$ cat config.mk
export PLATFORM = sky130hd
export DESIGN_NAME = sr_drive_sequencer
export DESIGN_NICKNAME = d
export VERILOG_FILES = /design/src/rtl/sr_drive_sequencer.sv
export SDC_FILE = /design/constraint.sdc
export NUM_CORES = 1
export LEC_CHECK = 0
export ABC_AREA = 1
export CAP_MARGIN = 30
export CORE_MARGIN = 5
export CORE_UTILIZATION = 65
export DETAILED_ROUTE_END_ITERATION = 8
export DONT_BUFFER_PORTS = 1
export HOLD_SLACK_MARGIN = 0.1
export PLACE_DENSITY_LB_ADDON = 0.25
export SETUP_SLACK_MARGIN = 0.2
export SYNTH_ARGS = -nofsm -noshare
export SYNTH_HDL_FRONTEND = slang
export SYNTH_SLANG_ARGS = --single-unit
$ cat constraint.sdc
create_clock -name clk -period 3 [get_ports clk]
set_input_delay 0.9 -clock clk [delete_from_list [all_inputs] [get_ports clk]]
set_output_delay 0.9 -clock clk [all_outputs]
set_load 0.05 [all_outputs]
$ cat src/rtl/sr_drive_sequencer.sv
// rtl/sr_drive_sequencer.sv - SR flop drive/readback sequencer; define SRSEQ_ABORT_ON_ERR_EN to end a run on the first mismatch
module sr_drive_sequencer #(
    parameter int WIDTH = 8,
    parameter int CNT_W = 8
) (
    input  logic             clk,
    input  logic             reset,
    input  logic             start,
    input  logic [WIDTH-1:0] pattern,
    output logic             s,
    output logic             r,
    input  logic             q_fb,
    output logic             busy,
    output logic             done,
    output logic [CNT_W-1:0] err_cnt,
    output logic             q_model
);

    localparam int IDX_W = $clog2(WIDTH);

    typedef enum logic [2:0] {
        ST_IDLE,
        ST_INIT,
        ST_DRIVE,
        ST_CHECK,
        ST_DONE
    } state_t;

    state_t             r_state;
    state_t             w_state_nxt;
    logic [WIDTH-1:0]   r_pattern;
    logic [WIDTH-1:0]   w_pattern_nxt;
    logic [IDX_W-1:0]   r_idx;
    logic [IDX_W-1:0]   w_idx_nxt;
    logic [CNT_W-1:0]   r_err;
    logic [CNT_W-1:0]   w_err_nxt;
    logic               r_q_model;
    logic               w_q_model_nxt;
    logic               r_s;
    logic               r_r;
    logic               r_busy;
    logic               r_done;
    logic               w_s_nxt;
    logic               w_r_nxt;
    logic               w_busy_nxt;
    logic               w_done_nxt;
    logic               w_mismatch;
    logic               w_last;
    logic               w_target;

    assign w_mismatch = (q_fb != r_q_model);
    assign w_last     = (r_idx == IDX_W'(WIDTH - 1));

    always_comb begin
        w_state_nxt   = r_state;
        w_pattern_nxt = r_pattern;
        w_idx_nxt     = r_idx;
        w_err_nxt     = r_err;
        w_q_model_nxt = r_q_model;
        case (r_state)
            ST_IDLE: begin
                if (start) begin
                    w_state_nxt   = ST_INIT;
                    w_pattern_nxt = pattern;
                    w_idx_nxt     = '0;
                    w_err_nxt     = '0;
                end
            end
            ST_INIT: begin
                w_state_nxt   = ST_DRIVE;
                w_q_model_nxt = 1'b0;
            end
            ST_DRIVE: begin
                w_state_nxt   = ST_CHECK;
                w_q_model_nxt = r_pattern[r_idx];
            end
            ST_CHECK: begin
                if (w_mismatch && !(&r_err)) begin
                    w_err_nxt = r_err + CNT_W'(1);
                end
                if (w_last) begin
                    w_state_nxt = ST_DONE;
                end else begin
                    w_state_nxt = ST_DRIVE;
                    w_idx_nxt   = r_idx + IDX_W'(1);
                end
`ifdef SRSEQ_ABORT_ON_ERR_EN
                if (w_mismatch) begin
                    w_state_nxt = ST_DONE;
                    w_idx_nxt   = r_idx;
                end
`endif
            end
            ST_DONE: begin
                w_state_nxt = ST_IDLE;
            end
            default: begin
                w_state_nxt = ST_IDLE;
            end
        endcase
    end

    // Drives are registered, so they are decoded from the state being entered;
    // the excitation table can never yield s=r=1.
    assign w_target = r_pattern[w_idx_nxt];

    always_comb begin
        w_s_nxt    = 1'b0;
        w_r_nxt    = 1'b0;
        w_busy_nxt = 1'b0;
        w_done_nxt = 1'b0;
        case (w_state_nxt)
            ST_INIT: begin
                w_r_nxt    = 1'b1;
                w_busy_nxt = 1'b1;
            end
            ST_DRIVE: begin
                w_s_nxt    = w_target & ~w_q_model_nxt;
                w_r_nxt    = ~w_target & w_q_model_nxt;
                w_busy_nxt = 1'b1;
            end
            ST_CHECK: begin
                w_busy_nxt = 1'b1;
            end
            ST_DONE: begin
                w_done_nxt = 1'b1;
            end
            default: begin
                w_busy_nxt = 1'b0;
            end
        endcase
    end

    always_ff @(posedge clk) begin
        if (reset) begin
            r_state   <= ST_IDLE;
            r_pattern <= '0;
            r_idx     <= '0;
            r_err     <= '0;
            r_q_model <= 1'b0;
            r_s       <= 1'b0;
            r_r       <= 1'b0;
            r_busy    <= 1'b0;
            r_done    <= 1'b0;
        end else begin
            r_state   <= w_state_nxt;
            r_pattern <= w_pattern_nxt;
            r_idx     <= w_idx_nxt;
            r_err     <= w_err_nxt;
            r_q_model <= w_q_model_nxt;
            r_s       <= w_s_nxt;
            r_r       <= w_r_nxt;
            r_busy    <= w_busy_nxt;
            r_done    <= w_done_nxt;
        end
    end

    assign s       = r_s;
    assign r       = r_r;
    assign busy    = r_busy;
    assign done    = r_done;
    assign err_cnt = r_err;
    assign q_model = r_q_model;

endmodule

# == Word level (Yosys, flattened, before mapping) ==
# Index checks and enable logic that the tools add are counted.
# totals
ramBits,0
mem_count,0
ff_bits,27
out_inout_bits,13
latchBits,0
rom_bits,0
inputBits,12
wordCells,55
# op_classes
order_cmp,2
div_mod_pow,0
multipliers,0
muxes,17
bitwise,5
addsub,2
reduce_logical,9
shift,0
n_eq_ne,11
# ops
op,count
2-to-1 mux 8 bit,2
case mux 8 bit (2 select lines),1
"equality test 3 x 2 -> 1 bit, second input constant",4
2-to-1 mux 3 bit,4
case mux 3 bit (4 select lines),1
"adder 8 x 1 -> 8 bit, second input constant",1
"less-than comparator 3 x 4 -> 1 bit, second input constant",2
AND reduction 8 bit,1
binary-select mux 1 bit (select 3 bit),2
"equality test 3 x 1 -> 1 bit, second input constant",2
"equality test 3 bit, second input constant",2
case mux 3 bit (2 select lines),1
2-to-1 mux 1 bit,4
"!= test 2 bit, second input constant",2
case mux 1 bit (2 select lines),2
"adder 3 x 1 -> 3 bit, second input constant",1
zero test 3 bit,1
inverter 1 bit,3
AND reduction 3 bit,1
OR reduction 3 bit,1
bitwise AND 1 bit,2
AND reduction 2 bit,1
nonzero test 2 bit,1
OR reduction 2 bit,1
other kinds (3),3

# == Depth between registers and ports, before layout ==
# Gate-level depths: netlist of the first run.
# depth
ltp_word,8
mapped_depth,12
depth_no_buf,12

# == Least setup slack after synthesis of the first run ==
# No wires, ideal clock.
# synth_timing
path_kind,reg-to-reg
startpoint,"register r_err[1], in the netlist err_cnt[1]"
endpoint,"register r_err[6], in the netlist err_cnt[6]"
path_slack_ns,1.180
stages_incl_launch_ff,13
synth_period_minus_slack_ns,1.820
t_required_ns,2.885
n_path_buf,0
setup_time_ns,0.115
t_arrival_ns,1.704
path_cell_list,dfxtp_1 > ha_1 > nand2_1 > inv_1 > nand3_2 > nor2_1 > nor2_1 > nand2_1 > nand2_2 > inv_2 > nor2_1 > xnor2_1 > nor2_1
# synth_via
elab_chain_cells,5
word_cells_on_any_way,8
classes_between,add/sub (1); eq/ne (1); mux (2); reduce/logical (4)
# synth_lines
item,line,source
start: declaration,35,logic [CNT_W-1:0] r_err;
start signal: assignment,149,r_err <= w_err_nxt;
"parallel branches: the longest is 5 deep, another holds adder 8 x 1 -> 8 bit",--,
# Parallel ways; which one is timed is not known. The select of a mux whose other input is x is not followed.
# A chain may end at the register's enable or synchronous reset.

# == Worst setup path in the final report of the first run ==
# Ends and elaborated chain as after synthesis.

==> results of run 1 <==
[per-stage QoR]
| step | setup slack [ns] | util (%) | area, um^2 | hold WS, ns | instances |
|---|---|---|---|---|---|
| floorplan | 1.180 | - | 1336 | 0.4437 | 179 |
| global placement | 1.030 | 68.56 | 1345 | 0.4593 | 202 |
| detailed placement | 0.8969 | 68.56 | 1345 | 0.4604 | 202 |
| CTS | 0.8738 | 69.96 | 1373 | 0.4804 | 206 |
| global route | 0.7106 | 69.96 | 1373 | 0.5198 | 206 |
| finish | 0.8775 | 69.96 | 1373 | 0.4761 | 206 |
[how the worst max path moves through the flow]
stage	start	end	slack [ns]	depth (start not counted)
detailed placement	err_cnt[1]$_SDFFE_PP0P_	err_cnt[6]$_SDFFE_PP0P_	0.90	12
global route	err_cnt[1]$_SDFFE_PP0P_	err_cnt[6]$_SDFFE_PP0P_	0.71	12
floorplan	err_cnt[1]$_SDFFE_PP0P_	err_cnt[6]$_SDFFE_PP0P_	1.18	12
global placement	start	r$_SDFF_PP0_	1.03	10
finish	err_cnt[1]$_SDFFE_PP0P_	err_cnt[6]$_SDFFE_PP0P_	0.88	12
CTS	err_cnt[1]$_SDFFE_PP0P_	err_cnt[6]$_SDFFE_PP0P_	0.87	12
[critical path: cells and delay by family, from the launching register on]
kind / cells / cell delay [ns]
xor+xnor: 1 / 0.16
simple gates: 8 / 0.62
fa+ha+maj: 1 / 0.29
flops: 1 / 0.72
buf+inv: 2 / 0.23
[sequential cells by signal (all words and copies together), names as in the netlist]
register	flops
q_model	1
r_idx	3
busy	1
r_state	3
done	1
r	1
r_pattern	8
err_cnt	8
s	1
[cells in the final DEF (no fill, tap or decap), drive strengths merged, types with 2 or more instances in the layout]
master   n
nand3   23
nand4    2
nor2    24
ha       2
nor3     3
dfxtp   27
inv     23
nand2   32
a21oi   18
xnor2    2
o21ai   13
clkbuf   3
clkinv   2
xor2     2
[power breakdown]
| group | switching (W) | internal [W] |
|---|---|---|
| Combinational | 0.0000753 | 0.0000352 |
| Clock | 0.000104 | 0.0000499 |
| Sequential | 0.0000339 | 0.000382 |
[final cells by class]
cell class / instances / area share [%]
inverter: 24 / 6.654
clock inverter: 1 / 0.3646
sequential: 27 / 39.38
multi-input combinational: 124 / 49.50
tap: 27 / 2.461
clock buffer: 3 / 1.641
[cells by family (layout without fill, tap and decap cells)]
family                   count (synthesis)  count (layout)  share of synthesized area, %
flip-flops                              27              27                         40.45
adder cells (fa/ha/maj)                  2               2                         1.872
XOR/XNOR                                 4               4                         2.622
buffers and inverters                   28              28                         8.707
AND/OR/NAND/NOR                         84              84                         32.58
AO/OA/AOI/OAI                           34              34                         13.77
[synthesized netlist by cell type (3+ instances only)]
library cell              number
sky130_fd_sc_hd__dfxtp_1      27
sky130_fd_sc_hd__nand2_1      26
sky130_fd_sc_hd__inv_1        21
sky130_fd_sc_hd__nor2_1       20
sky130_fd_sc_hd__nand3_1      17
sky130_fd_sc_hd__a21oi_1      16
sky130_fd_sc_hd__o21ai_0      13
sky130_fd_sc_hd__nand3_2       5
sky130_fd_sc_hd__nand2_2       3
sky130_fd_sc_hd__nand2_4       3
sky130_fd_sc_hd__nor2_2        3
sky130_fd_sc_hd__nor3_1        3
[layer usage]
metal	global-route usage [%]	part of all wire [%]	up-vias
met5	0	0	-
met4	3.819	0.43	0
met3	3.263	7.3	2
met2	35.98	53	48
met1	19.74	39	530
li1	-	-	586
==> reports/summary.txt, run 1 <==
DRC marker count from the first detailed-route iteration: 36
Hold buffer count at cts: 0
Proportion of netlist area held by the largest area contributor: 40.45%
Power density relative to cell area: 495.2 nW/um^2
Syn. warnings: 0
Share of cells above drive strength 1: 13.97%
Outcome: finished clean
First-pass detailed-route iteration total: 4
Required arrival time at the worst endpoint: 3.23 ns
Final RePlAce weighted congestion: 0.8368
Total of flip-flops plus latches after synthesis: 27
Unrepaired setup endpoints after global routing: false
Kind of launch point of the worst setup path: flip-flop
Register-to-Register Setup Slack: 0.88 ns
Starting density of the core: 68.11%
Worst stage delay on the critical path: 0.72 ns
Number of global-route vias before repair: 1,106
Buffers from clock root to sink, at most: 2
Top cells by area in the synthesized netlist: sky130_fd_sc_hd__dfxtp_1 (40%), sky130_fd_sc_hd__nand2_1 (7.3%), sky130_fd_sc_hd__nand3_1 (6.4%)
Cell-by-cell trace of the critical path: ha_1 -> nand2_1 -> inv_1 -> nand3_2 -> nor2_1 -> nor2_1 -> nand2_1 -> nand2_2 -> inv_2 -> nor2_1 -> xnor2_1 -> nor2_1
Setup tns final: 0 ns
Synthesis-to-layout area growth: 2.716%
DIE AREA: 3063 um^2
Via total after detailed routing: 1,166
FF-to-FF Start: err_cnt[1]$_SDFFE_PP0P_
CTS-repair resized insts: 0
Post-DR wirelength/cell: 13.48 um
Worst max-slew margin expressed relative to the limit: 58.68%
Hold path startpoint: r_pattern[1]$_SDFFE_PP0P_
Top cell by count, worst path: sky130_fd_sc_hd__nor2_1
Overflow left after global routing: 0
Total wire length: 2777 um
Clock root cell: sky130_fd_sc_hd__clkbuf_4
Final worst path period need: 2.123 ns
Main synth FF type: sky130_fd_sc_hd__dfxtp_1
Sequential element share of the synthesized area: 40.45%
Share of synthesized flip-flops with an asynchronous set or reset: 0%
Skew-Pair Late Insertion Delay: 0.32 ns
Critical setup path kind: flip-flop to flip-flop
Cell taking the most area after synthesis: sky130_fd_sc_hd__dfxtp_1
Design Power: 0.0006796 W
Synth Net Count: 193
Clock buffers created by TritonCTS: 3
Max Freq: 0.4711 GHz
Largest net degree at the start of global routing: 20
Final worst-path cycle share: 70.75%
Highest-delay cell along the critical path: sky130_fd_sc_hd__dfxtp_1
Die Ht: 55.34 um
Clock sink count: 27
Count of nets left with antenna violations after detail routing: 0
Mean cell area of the mapped netlist: 7.465 um^2
Arrival time at the worst endpoint: 2.35 ns
Type of the tightest min-delay check: flip-flop to flip-flop
Measured slew at the worst slew-check pin: 0.6190 ns
Detailed-route vias per instance: 5.660
Clock tree skew after final layout: 0.002678 ns
Multi-input combinational cell area: 679.4 um^2
Netlist area before placement: 1336 um^2
Core region area: 1962 um^2
Overall Global Routing Usage: 18.22%
Reg-to-Reg End: err_cnt[6]$_SDFFE_PP0P_
Die extent in x: 55.34 um
Hold Fails Final Rpt: 0
Number of nets in the layout: 194
Clock Pin Slew Worst Setup and Hold Paths: 0.14 ns
Worst Hold Path Cells: 2
Final setup violation count: 0
Row Count: 16
Count of mapped cells out of synthesis: 179
TritonCTS clock tree: built
MaxCap Viol Count: 0
Terminating pin of the worst hold path: r_pattern[1]$_SDFFE_PP0P_
FF-to-FF path depth: 12
Yosys cell types: 28
Number of H-tree levels: 1
Remaining DRCs: 0
Register area: 540.5 um^2
Sort of element at the end of the critical path: flip-flop
Antenna fix cells: 0
Half-perimeter wire length after placement: 2205 um
Initial antenna violation count: 0
Pins over their slew limit: 0
Wire length of the first global-routing pass: 4685 um
Crit path max fanout: 5
Filler Cells Inserted: 190
Number of flops mapped to enable cells by yosys: 0
Highest ir drop seen on vdd: 0.0003074 V
Ports: 25
Port Buffer Count: 0
Number of buffers inserted by post-CTS setup repair: 0
Leak: 0.5388 nW
Power figures use the tool's default switching activity.
==> run 2: changes to the inputs <==
--- a/config.mk
+++ b/config.mk
@@ -8,7 +8,7 @@
 export ABC_AREA = 1
 export CAP_MARGIN = 30
 export CORE_MARGIN = 5
-export CORE_UTILIZATION = 65
+export CORE_UTILIZATION = 61
 export DETAILED_ROUTE_END_ITERATION = 8
 export DONT_BUFFER_PORTS = 1
 export HOLD_SLACK_MARGIN = 0.1
==> constraint.sdc (replaced) <==
create_clock -name clk -period 2.1 [get_ports clk]
set_input_delay 0.63 -clock clk [delete_from_list [all_inputs] [get_ports clk]]
set_output_delay 0.63 -clock clk [all_outputs]
set_load 0.05 [all_outputs]
==> reports/summary.txt, run 2 (synthesized netlist as in run 1, its figures left out) <==
Outcome: finished clean
Type of the tightest min-delay check: input port to flip-flop
Final setup violation count: 0 (unchanged)
Power density relative to cell area: 680.5 nW/um^2 (+37%)
CTS-repair resized insts: 0 (unchanged)
Wire length of the first global-routing pass: 5057 um (+7.9%)
Skew-Pair Late Insertion Delay: 0.33 ns (about the same)
DIE AREA: 3227 um^2 (+5.4%)
Number of nets in the layout: 203 (+4.6%)
Share of cells above drive strength 1: 18.62% (+4.7 points)
Detailed-route vias per instance: 5.468 (-3.4%)
CP bufs+invs: 1 (-1)
Number of global-route vias before repair: 1,153 (+4.2%)
Total wire length: 2963 um (+6.7%)
Number of H-tree levels: 1 (unchanged)
Starting density of the core: 62.20% (-5.9 points)
Critical setup path kind: flip-flop to flip-flop
Crit path max-delay family: simple AND/OR/NAND/NOR gates
Number of buffers inserted by post-CTS setup repair: 0 (unchanged)
Clock sink count: 27 (unchanged)
Clock tree skew after final layout: 0.007302 ns (+0.004625 ns)
Arrival time at the worst endpoint: 2.00 ns (-0.35 ns)
Half-perimeter wire length after placement: 2391 um (+8.5%)
DRC marker count from the first detailed-route iteration: 33 (-8.3%)
Sort of element at the end of the critical path: flip-flop
First-pass detailed-route iteration total: 4 (unchanged)
Buffers from clock root to sink, at most: 2 (unchanged)
Initial antenna violation count: 0 (unchanged)
Commonest cells after routing, fill and taps aside: sky130_fd_sc_hd__nand2_1 (26), sky130_fd_sc_hd__dfxtp_1 (26), sky130_fd_sc_hd__inv_1 (21)
Die Ht: 56.81 um (+2.6%)
Leak: 0.5884 nW (+9.2%)
Unrepaired setup endpoints after global routing: false
Required arrival time at the worst endpoint: 2.36 ns (-0.87 ns)
Overall Global Routing Usage: 20.00% (+1.8 points)
Remaining DRCs: 0 (unchanged)
Measured slew at the worst slew-check pin: 0.4894 ns (-0.1296 ns)
Final worst-path cycle share: 82.82% (+12 points)
Ports: 25 (unchanged)
Antenna fix cells: 0 (unchanged)
Synthesis-to-layout area growth: 7.958%
Final RePlAce weighted congestion: 0.8878 (+6.1%)
Worst stage delay on the critical path: 0.40 ns (-0.32 ns)
Die extent in x: 56.81 um (+2.6%)
Kind of launch point of the worst setup path: flip-flop
Highest ir drop seen on vdd: 0.0004151 V (+35%)
Row Count: 17 (+1)
MaxCap Viol Count: 0 (unchanged)
Clock buffers created by TritonCTS: 3 (unchanged)
Crit path max fanout: 6 (+1)
Highest-delay cell along the critical path: sky130_fd_sc_hd__dfxtp_1
Final hold slack: 0.3356 ns (-0.1405 ns)
Largest net degree at the start of global routing: 20 (unchanged)
Max Freq: 0.5750 GHz (+22%)
Count of nets left with antenna violations after detail routing: 0 (unchanged)
Hold Fails Final Rpt: 0 (unchanged)
Cell-by-cell trace of the critical path: ha_1 -> nand2_1 -> inv_1 -> nor2_2 -> nand2_2 -> nand2_4 -> nand2_1 -> nand3_1 -> nand3_2 -> a21oi_1
Top cell by count, worst path: sky130_fd_sc_hd__nand2_1
Clock root cell: sky130_fd_sc_hd__clkbuf_4
Worst max-slew margin expressed relative to the limit: 67.33% (+8.7 points)
Pins over their slew limit: 0 (unchanged)
Hold buffer count at cts: 0 (unchanged)
Via total after detailed routing: 1,181 (+1.3%)
Overflow left after global routing: 0 (unchanged)
Core region area: 2148 um^2 (+9.5%)
Post-DR wirelength/cell: 13.72 um (+1.8%)
Port Buffer Count: 0 (unchanged)
Setup tns final: 0 ns (unchanged)
Clock Pin Slew Worst Setup and Hold Paths: 0.14 ns (about the same)
Final worst path period need: 1.739 ns (-0.3833 ns)
TritonCTS clock tree: built
-- run 2: cell count changes in the layout (fill, tap and decap cells not counted), sizes merged --
cell,before,now
buf,0,9
-- run 2: layer usage --
| metal | vias up | track usage (%) | wire (um) |
|---|---|---|---|
| met4 | 0 | 9.934 | 90 |
| met2 | 30 | 34.82 | 1515 |
| met1 | 544 | 22.50 | 1223 |
| met5 | - | 0 | 0 |
| met3 | 8 | 4.828 | 133 |
| li1 | 599 | - | - |
-- run 2: where the power goes --
| part | leakage, nW | internal [W] | switching (W) | total (W) |
|---|---|---|---|---|
| registers | 0.221 | 0.000545 | 0.0000431 | 0.000589 |
| logic | 0.350 | 0.0000521 | 0.000117 | 0.000169 |
| clock network | 0.0177 | 0.0000716 | 0.000152 | 0.000224 |
-- run 2: area by class of cell --
cell class              instances  area, um^2
flip-flops and latches         27       541.8
clock buffers                   3       22.52
clock inverters                 1       5.005
multi-input cells             124       679.4
well taps                      28       35.03
inverters                      24       91.34
repair buffers                  9       67.56
fillers                       203       705.7
-- run 2: stage by stage --
| stage | util (%) | setup WS [ns] | cell area, um^2 | total power, W | cells |
|---|---|---|---|---|---|
| after global placement | 65.81 | 0.4394 | 1414 | 0.0007607 | 212 |
| after global routing | 67.15 | 0.2268 | 1443 | 0.001044 | 216 |
| after detailed placement | 65.81 | 0.3303 | 1414 | 0.0007687 | 212 |
| after CTS | 67.09 | 0.3080 | 1441 | 0.0009893 | 216 |
| after floorplan | - | 0.2804 | 1336 | 0.0007379 | 179 |
| final | 67.15 | 0.3608 | 1443 | 0.0009817 | 216 |
-- run 2: worst reg2reg max path: stages (launching register included) --
cell	delay [ns]
sky130_fd_sc_hd__dfxtp_1	0.40
sky130_fd_sc_hd__ha_1	0.22
sky130_fd_sc_hd__nand2_1	0.16
sky130_fd_sc_hd__inv_1	0.08
sky130_fd_sc_hd__nor2_2	0.15
sky130_fd_sc_hd__nand2_2	0.13
sky130_fd_sc_hd__nand2_4	0.10
sky130_fd_sc_hd__nand2_1	0.07
sky130_fd_sc_hd__nand3_1	0.09
sky130_fd_sc_hd__nand3_2	0.10
sky130_fd_sc_hd__a21oi_1	0.18
-- run 2: worst paths after layout --
check	from	end	slack, ns	cells after the start
min reg2reg	r_pattern[5]$_SDFFE_PP0P_	r_pattern[5]$_SDFFE_PP0P_	0.50	2
max reg2reg	r_idx[1]$_SDFF_PP0_	s$_SDFF_PP0_	0.36	10
min	reset	r$_SDFF_PP0_	0.34	1
max	r_idx[1]$_SDFF_PP0_	s$_SDFF_PP0_	0.36	10
==> run 3: changes to the inputs <==
==> constraint.sdc (replaced) <==
create_clock -name clk -period 1.8 [get_ports clk]
set_input_delay 0.54 -clock clk [delete_from_list [all_inputs] [get_ports clk]]
set_output_delay 0.54 -clock clk [all_outputs]
set_load 0.05 [all_outputs]
==> reports/summary.txt, run 3 (synthesized netlist as in run 1, its figures left out) <==
Ports: 25 (unchanged)
Skew-Pair Late Insertion Delay: 0.33 ns (about the same)
Top cell by count, worst path: sky130_fd_sc_hd__nor2_1
Buffers from clock root to sink, at most: 2 (unchanged)
Clock sink count: 27 (unchanged)
Count of nets left with antenna violations after detail routing: 0 (unchanged)
Half-perimeter wire length after placement: 2254 um (-5.7%)
Leak: 0.6405 nW (+8.9%)
Worst stage delay on the critical path: 0.38 ns (-0.02 ns)
Post-DR wirelength/cell: 14.69 um (+7.1%)
Number of nets in the layout: 210 (+3.4%)
Row Count: 17 (unchanged)
Final worst path period need: 1.633 ns (-0.1064 ns)
Required arrival time at the worst endpoint: 2.06 ns (-0.30 ns)
Outcome: finished clean
Sort of element at the end of the critical path: flip-flop
Synthesis-to-layout area growth: 18.91%
Unrepaired setup endpoints after global routing: true
Total wire length: 3276 um (+11%)
Commonest cells after routing, fill and taps aside: sky130_fd_sc_hd__nand2_1 (23), sky130_fd_sc_hd__dfxtp_1 (21), sky130_fd_sc_hd__inv_1 (20)
Die Ht: 56.81 um (unchanged)
Port Buffer Count: 0 (unchanged)
Die extent in x: 56.81 um (unchanged)
Type of the tightest min-delay check: input port to flip-flop
Clock Pin Slew Worst Setup and Hold Paths: 0.14 ns (about the same)
Power density relative to cell area: 731.9 nW/um^2 (+7.6%)
Setup tns final: 0 ns (unchanged)
Starting density of the core: 62.20% (unchanged)
Kind of launch point of the worst setup path: flip-flop
Remaining DRCs: 0 (unchanged)
Final setup violation count: 0 (unchanged)
Final worst-path cycle share: 90.71% (+7.9 points)
Overflow left after global routing: 0 (unchanged)
Antenna fix cells: 0 (unchanged)
Largest net degree at the start of global routing: 20 (unchanged)
Worst max-slew margin expressed relative to the limit: 67.66% (+0.34 points)
MaxCap Viol Count: 0 (unchanged)
TritonCTS clock tree: built
First-pass detailed-route iteration total: 4 (unchanged)
Most common cell after layout, fill and taps aside: sky130_fd_sc_hd__nand2_1
Clock buffers created by TritonCTS: 3 (unchanged)
Arrival time at the worst endpoint: 1.89 ns (-0.11 ns)
Via total after detailed routing: 1,250 (+5.8%)
Share of cells above drive strength 1: 30.26% (+12 points)
Final hold slack: 0.2539 ns (-0.08177 ns)
Core region area: 2148 um^2 (unchanged)
Clock root cell: sky130_fd_sc_hd__clkbuf_4
DRC marker count from the first detailed-route iteration: 43 (+30%)
Reg-to-Reg End: err_cnt[5]$_SDFFE_PP0P_
Highest-delay cell along the critical path: sky130_fd_sc_hd__dfxtp_4
DIE AREA: 3227 um^2 (unchanged)
FF-to-FF Start: err_cnt[1]$_SDFFE_PP0P_
Highest ir drop seen on vdd: 0.0006018 V (+45%)
Critical setup path kind: flip-flop to flip-flop
Wire length of the first global-routing pass: 4933 um (-2.5%)
Worst Hold Path Cells: 1 (unchanged)
Hold Fails Final Rpt: 0 (unchanged)
Launching element of the worst setup path: err_cnt[1]$_SDFFE_PP0P_
Crit path max fanout: 5 (-1)
Worst setup path endpoint: err_cnt[5]$_SDFFE_PP0P_
Filler Cells Inserted: 146 (-28%)
Measured slew at the worst slew-check pin: 0.4844 ns (-0.005057 ns)
Clock tree skew after final layout: 0.005813 ns (-0.001490 ns)
Hold path startpoint: reset
FF-to-FF path depth: 11 (+1)
Register-to-Register Setup Slack: 0.17 ns (-0.19 ns)
Initial antenna violation count: 0 (unchanged)
Hold buffer count at cts: 0 (unchanged)
Overall Global Routing Usage: 19.10% (-0.90 points)
Number of global-route vias before repair: 1,138 (-1.3%)
Cell-by-cell trace of the critical path: ha_4 -> nand2_2 -> inv_2 -> nand3_2 -> nor2_2 -> nor2_1 -> nand2_1 -> nand2_4 -> nand3_1 -> xor2_1 -> nor2_1
Max Freq: 0.6124 GHz (+6.5%)
Final RePlAce weighted congestion: 0.8308 (-6.4%)
Pins over their slew limit: 0 (unchanged)
Number of H-tree levels: 1 (unchanged)
Detailed-route vias per instance: 5.605 (+2.5%)
## run 3: metal layers
layer	track usage, %	vias to the layer above	wire (um)
met1	22.07	585	1255
met5	0	-	0
met3	3.448	8	200
li1	-	617	-
met4	9.272	0	82
met2	33.50	40	1737
## run 3: how the worst min path moves through the flow
stage                                           end  slack, ns
after detailed placement  r_pattern[6]$_SDFFE_PP0P_       0.48
final                                  r$_SDFF_PP0_       0.25
after floorplan           r_pattern[3]$_SDFFE_PP0P_       0.44
after CTS                              r$_SDFF_PP0_       0.25
after global placement    r_pattern[3]$_SDFFE_PP0P_       0.47
after global routing                   r$_SDFF_PP0_       0.23
## run 3: worst max-delay path, delay by kind of cell (launching register included)
kind | cells | cell delay (ns)
xor gates and xnor gates | 1 | 0.15
adders and majority gates | 1 | 0.16
buffers and inverters | 1 | 0.05
DFF | 1 | 0.38
and+or+nand+nor | 8 | 0.82
## run 3: layout make-up
type                            count  area [um^2]  share of cell area (%)
Inverter                           24        95.09                   5.984
Sequential cell                    27        555.5                   34.96
Multi-Input combinational cell    124        757.0                   47.64
Clock buffer                        4        26.28                   1.654
Timing Repair Buffer               16        120.1                   7.559
Tap cell                           28        35.03                   2.205
## run 3: what timing repair did
action	in CTS	in global routing
setup buffers	0	6
pin swaps	0	8
gates cloned	0	0
resized for setup	1	24
setup endpoints to repair	2	11
## run 3: power by group
part	switching, W	internal [W]
combinational	0.000151	0.0000691
clock	0.000174	0.0000870
sequential	0.0000501	0.000632
total	0.000375	0.000788
## run 3: stage by stage
step	total power, W	utilization [%]	area (um^2)	instances	worst slack (ns)
floorplan	0.0008584	-	1346	179	0.2064
detailed placement	0.0008929	66.63	1431	213	0.1348
global route	0.001226	73.97	1589	223	0.1024
global placement	0.0008852	66.63	1431	213	0.2258
CTS	0.001147	67.97	1460	217	0.2036
finish	0.001163	73.97	1589	223	0.1672
